**src/rtl/frame_buffer_writer_pkg.sv**
```systemverilog
// Shared video package: raster geometry, frame memory address width,
// pixel type and the writer state encoding. The scan-out controller
// imports the same constants so both sides agree on the frame layout.
package frame_buffer_writer_pkg;

  localparam int unsigned H_ACTIVE     = 640;
  localparam int unsigned V_ACTIVE     = 480;
  localparam int unsigned FRAME_PIXELS = H_ACTIVE * V_ACTIVE;
  localparam int unsigned ADDR_W       = 19;
  localparam int unsigned DATA_W       = 24;

  typedef logic [DATA_W-1:0] pixel_t;
  typedef logic [ADDR_W-1:0] fb_addr_t;

  typedef enum logic {
    IDLE  = 1'b0,
    WRITE = 1'b1
  } fbw_state_t;

endpackage

```
**src/rtl/frame_buffer_writer_if.sv**
```systemverilog
// Pixel stream handshake bundle (valid/ready plus data and start-of-frame).
//   valid : beat valid            (master -> slave)
//   data  : 8:8:8 RGB pixel       (master -> slave)
//   sof   : beat is pixel (0,0)   (master -> slave)
//   ready : sink accepts the beat (slave -> master)
interface frame_buffer_writer_if;
  import frame_buffer_writer_pkg::*;

  logic   valid;
  logic   ready;
  logic   sof;
  pixel_t data;

  modport master (output valid, output data, output sof, input ready);
  modport slave  (input valid, input data, input sof, output ready);

endinterface

```
**src/rtl/frame_buffer_writer.sv**
```systemverilog
// Frame buffer writer: takes a raster-ordered RGB pixel stream and writes it
// linearly into the single-port frame memory shared with scan-out.
// Ports:
//   clk, rst_n        : system clock (also clocks the frame memory), async
//                       active-low reset
//   s                 : pixel stream slave (valid/ready/data/sof)
//   mem_grant         : write port available this cycle
//   mem_addr/mem_data : registered write address / data
//   mem_wren          : registered write strobe, one write per high cycle
//   frame_done        : pulse with the write of the last pixel of a frame
//   sof_err           : pulse with the write of an s_sof beat that arrived mid-frame
//   busy              : a frame is in progress
//
// state | meaning
// ------+-----------------------------------------------------------------
// IDLE  | waiting for an s_sof beat; other beats are accepted and dropped
// WRITE | writing beats at pix_cnt; leaves after the last pixel of a frame
module frame_buffer_writer
  import frame_buffer_writer_pkg::*;
#(
  // Pixels per frame; overridable so reduced geometries can be exercised.
  parameter int unsigned FRAME_PIX = FRAME_PIXELS
) (
  input  logic                 clk,
  input  logic                 rst_n,
  frame_buffer_writer_if.slave s,
  input  logic                 mem_grant,
  output fb_addr_t             mem_addr,
  output pixel_t               mem_data,
  output logic                 mem_wren,
  output logic                 frame_done,
  output logic                 sof_err,
  output logic                 busy
);

  localparam fb_addr_t LAST_PIX = fb_addr_t'(FRAME_PIX - 1);

  fbw_state_t state;
  fb_addr_t   pix_cnt;
  logic       accept;

  // The arbiter drops grant a cycle ahead, so ready can follow it directly.
  assign s.ready = mem_grant;
  assign accept  = s.valid && mem_grant;
  assign busy    = (state == WRITE);

  always_ff @(posedge clk or negedge rst_n) begin
    if (!rst_n) begin
      state      <= IDLE;
      pix_cnt    <= '0;
      mem_addr   <= '0;
      mem_data   <= '0;
      mem_wren   <= 1'b0;
      frame_done <= 1'b0;
      sof_err    <= 1'b0;
    end else begin
      mem_wren   <= 1'b0;
      frame_done <= 1'b0;
      sof_err    <= 1'b0;
      if (accept) begin
        if (s.sof) begin
          // s_sof always restarts at address 0, even on what would have
          // been the last pixel; the abandoned frame gets no frame_done.
          mem_wren <= 1'b1;
          mem_addr <= '0;
          mem_data <= s.data;
          pix_cnt  <= fb_addr_t'(1);
          sof_err  <= (state == WRITE);
          state    <= WRITE;
        end else if (state == WRITE) begin
          mem_wren <= 1'b1;
          mem_addr <= pix_cnt;
          mem_data <= s.data;
          if (pix_cnt == LAST_PIX) begin
            frame_done <= 1'b1;
            pix_cnt    <= '0;
            state      <= IDLE;
          end else begin
            pix_cnt <= pix_cnt + fb_addr_t'(1);
          end
        end
      end
    end
  end

endmodule
```
**src/flat_wrapper.sv**
```systemverilog
// flat-port wrapper written by rule: the top's interface ports become plain ports
module frame_buffer_writer_flat import frame_buffer_writer_pkg::*;
#(
                                                                          
  parameter int unsigned FRAME_PIX = FRAME_PIXELS
)
  (clk, rst_n, mem_grant, mem_addr, mem_data, mem_wren, frame_done, sof_err, busy, s_valid, s_data, s_sof, s_ready);
  frame_buffer_writer_if s_i ();
  input  logic clk;
  input  logic rst_n;
  input  logic mem_grant;
  output fb_addr_t mem_addr;
  output pixel_t mem_data;
  output logic mem_wren;
  output logic frame_done;
  output logic sof_err;
  output logic busy;
  input wire logic [$bits(s_i.valid)-1:0] s_valid;
  input wire logic [$bits(s_i.data)-1:0] s_data;
  input wire logic [$bits(s_i.sof)-1:0] s_sof;
  output wire logic [$bits(s_i.ready)-1:0] s_ready;
  assign s_i.valid = s_valid;
  assign s_i.data = s_data;
  assign s_i.sof = s_sof;
  assign s_ready = s_i.ready;
  frame_buffer_writer #(.FRAME_PIX(FRAME_PIX)) u_core (.clk(clk), .rst_n(rst_n), .s(s_i), .mem_grant(mem_grant), .mem_addr(mem_addr), .mem_data(mem_data), .mem_wren(mem_wren), .frame_done(frame_done), .sof_err(sof_err), .busy(busy));
endmodule
```
**config.mk**
```make
export PLATFORM = sky130hd
export DESIGN_NAME = frame_buffer_writer_flat
export DESIGN_NICKNAME = d
export VERILOG_FILES = /design/src/rtl/frame_buffer_writer_pkg.sv /design/src/rtl/frame_buffer_writer_if.sv /design/src/rtl/frame_buffer_writer.sv /design/src/flat_wrapper.sv
export SDC_FILE = /design/constraint.sdc
export NUM_CORES = 1
export LEC_CHECK = 0
export CAP_MARGIN = 20
export CORE_MARGIN = 1
export CORE_UTILIZATION = 47
export CTS_CLUSTER_SIZE = 8
export DETAILED_ROUTE_END_ITERATION = 10
export PLACE_DENSITY = 0.76
export SYNTH_ARGS = -nofsm -noshare
export SYNTH_HDL_FRONTEND = slang
export SYNTH_SLANG_ARGS = --single-unit
```
**constraint.sdc**
```tcl
create_clock -name clk -period 2.4 [get_ports clk]
set_clock_uncertainty 0.05 [all_clocks]
set_input_delay 0.48 -clock clk [delete_from_list [all_inputs] [get_ports clk]]
set_output_delay 0.48 -clock clk [all_outputs]
set_load 0.01 [all_outputs]
```
==> results.json <==
{
  "insertedDiodeCount": 0,
  "met1_usage_pct": 29.57,
  "cts_hold_buf": 0,
  "remaining_drc_errors": 0,
  "worstMarginPinSlew_ns": 0.5533,
  "crit_path_frequent_cell": "clkdlybuf4s50_1",
  "clock-sinks": 66,
  "final_util_pct": 69.51,
  "p_int_mw": 2.130,
  "crit_arrival_ns": 1.62,
  "status": "completed",
  "synth_area_leader_cell": "dfrtp_1",
  "grt-busiest-layer": "met2",
  "grt_pass1_vias": 2135,
  "synth_ff_type": "dfrtp_1",
  "worst-path-max-fanout": 4,
  "grt_usage_pct": 22.07,
  "cts_tree": "built",
  "ir_worst_vdd_mv": 0.3840,
  "clock-root-buffer": "clkbuf_8",
  "fin_crit_sh_pct": 89.79,
  "antenna_found_initial": 0,
  "synth_fp_nets": 293,
  "cts_repair_resize_count": 0,
  "boundaryPins": 77,
  "grt_start_max_net_pins": 53,
  "max_freq_ghz": 0.4640,
  "combPwrFrac_pct": 16.1,
  "setup_tns_ns": 0,
  "dieArea_mm2": 0.006118,
  "vias": 2198,
  "end_kind": "output pin",
  "clkTransAtPathRegs_ns": 0.07,
  "wl_per_cell_um": 14.39,
  "final_common_cell": "nand2_1",
  "max_stage_delay_ns": 0.57,
  "drive_gt1_share_pct": 9.143,
  "dr.pass1.iters": 4,
  "clock_path_buffers": 2,
  "viasPerCell": 5.209,
  "synthTopCellsByArea": "dfrtp_1, nand2_1, a22o_1",
  "max_slew_margin_pct": 63.11,
  "ys_seq_area_share_pct": 60.49,
  "crit_chain": "clkdlybuf4s50_1 > clkdlybuf4s50_1",
  "syn-instance-count": 263,
  "final_cell_mix": "nand2_1, clkdlybuf4s50_1, dfrtp_1",
  "netSwitchingPower_mw": 0.6887,
  "grt_pass1_wl_um": 10270,
  "synth_top_area_share_pct": 60.49,
  "path_class": "input pin to output pin",
  "synth_area_mm2": 0.002730,
  "grt_overflow": 0,
  "core.rowCount": 27,
  "core_mm2": 0.005540,
  "port_buffers": 76,
  "synth_cell_types": 35,
  "htreeDepth": 3,
  "slew_violations": 0,
  "insertion_delay_ns": 0.33,
  "leakagePower_nw": 1.772,
  "ys_ff_latch": 66,
  "start_util_pct": 49.28,
  "async_flop_share_pct": 100.0,
  "use_met3_pct": 3.953,
  "area_growth_pct": 41.06,
  "slowest_stage": "clkdlybuf4s50_1",
  "crit_family": "buffers and inverters",
  "ys_warn_count": 0,
  "power_frac_seq_pct": 45.6,
  "required_ns": 1.87,
  "clkPwrFrac_pct": 38.4,
  "rsz0062_at_grt": "false",
  "fin_nets": 375,
  "drtIter0Drc": 185,
  "reg2regPathDepth": 5,
  "fp.dieW_um": 78.22,
  "cts_buffers": 9,
  "drtAntennaViolNets": 0,
  "synth_edf_count": 0,
  "dp_hpwl_um": 4079,
  "post_cts_buffers": 0,
  "syn_area_per_cell_um2": 10.38,
  "setup_viol": 0,
  "cap_violations": 0,
  "gp_congestion": 0.7961,
  "hold_viol": 0,
  "hold_path_class": "input pin to async pin",
  "period_needed_ns": 2.155,
  "die_y_um": 78.22,
  "cp_num_cells": 2,
  "wl_um": 6074,
  "power.density_mw_per_mm2": 732.0,
  "use_met2_pct": 34.82,
  "p_sw_share_pct": 24.43,
  "crit_path_start_kind": "input pin",
  "critPathBufInv": 2
}
per-stage QoR:
stage	std cells	setup WS (ns)	hold WS, ns	area, um^2	power (mW)
2_1_floorplan	263	0.5686	0.1344	2730	1.463
3_3_place_gp	406	0.2142	0.4067	3613	1.746
3_5_place_dp	406	0.1512	0.4123	3613	1.754
4_1_cts	422	0.2362	0.08004	3851	2.846
5_1_grt	422	0.2099	0.1152	3851	2.948
6_report	422	0.2450	0.08024	3851	2.819
worst reg2reg max path, stage by stage, from the launching register on:
cell and delay [ns]:
dfrtp_1 0.45, or4b_4 0.55, nor4_4 0.36, and2_4 0.22
or2b_1 0.15, o311ai_1 0.11
cells in the mapped netlist, types with 4 or more instances:
| library cell | instances |
|---|---|
| a22o_1 | 20 |
| clkbuf_1 | 9 |
| dfrtp_1 | 66 |
| nand2_1 | 86 |
| nand3_1 | 9 |
| nand4_1 | 8 |
| nor2_1 | 16 |
| o21ai_1 | 4 |
| xnor2_1 | 4 |
| xor2_1 | 9 |
registers in the layout, indices dropped and copies added (netlist names):
signal / count
u_core.sof_err: 1
u_core.mem_data: 24
u_core.pix_cnt: 19
u_core.mem_addr: 19
u_core.mem_wren: 1
u_core.frame_done: 1
u_core.busy: 1
worst paths after layout:
check                                   startpoint             endpoint  slack, ns
worst max-delay path                     mem_grant              s_ready       0.25
worst min-delay path                         rst_n    u_core.pix_cnt[4]       0.08
worst max register to register  u_core.pix_cnt[12]   u_core.pix_cnt[11]       0.38
worst min register to register  u_core.mem_data[9]   u_core.mem_data[9]       0.42
max in group asynchronous                    rst_n  u_core.mem_addr[13]       1.61
min in group clk                u_core.mem_data[9]   u_core.mem_data[9]       0.42
power by group through the flow:
| stage | Combinational [mW] | Clock (mW) | Sequential, mW |
|---|---|---|---|
| floorplan | 0.129 | 0 | 1.33 |
| CTS | 0.460 | 1.10 | 1.28 |
| global route | 0.496 | 1.15 | 1.30 |
| global placement | 0.446 | 0 | 1.30 |
| detailed placement | 0.452 | 0 | 1.30 |
| finish | 0.453 | 1.08 | 1.28 |
cell type report:
class                   instances  area (um^2)
clock buffers                  12        165.2
flip-flops and latches         66         1652
inverters                       3        11.26
fillers                       427         1689
clock inverters                 4        72.57
well taps                      72        90.09
multi-input cells             183         1035
repair buffers                 82        825.8
routing by layer:
metal	up-vias	share of wire, %
met5	-	0
met4	0	1.4
met3	8	3.7
met2	53	50
met1	1076	44
li1	1061	-
cells by family (layout without fill, tap and decap cells):
kind of cell             after synthesis  count (layout)  synth area share, %
adder cells (fa/ha/maj)                1               1               0.4582
buffers and inverters                 14             101                2.108
flip-flops                            66              66                60.49
XOR/XNOR                              13              13                4.171
AO/OA/AOI/OAI                         33              33                9.578
AND/OR/NAND/NOR                      136             136                23.19
(Power assumes the default switching activity.)
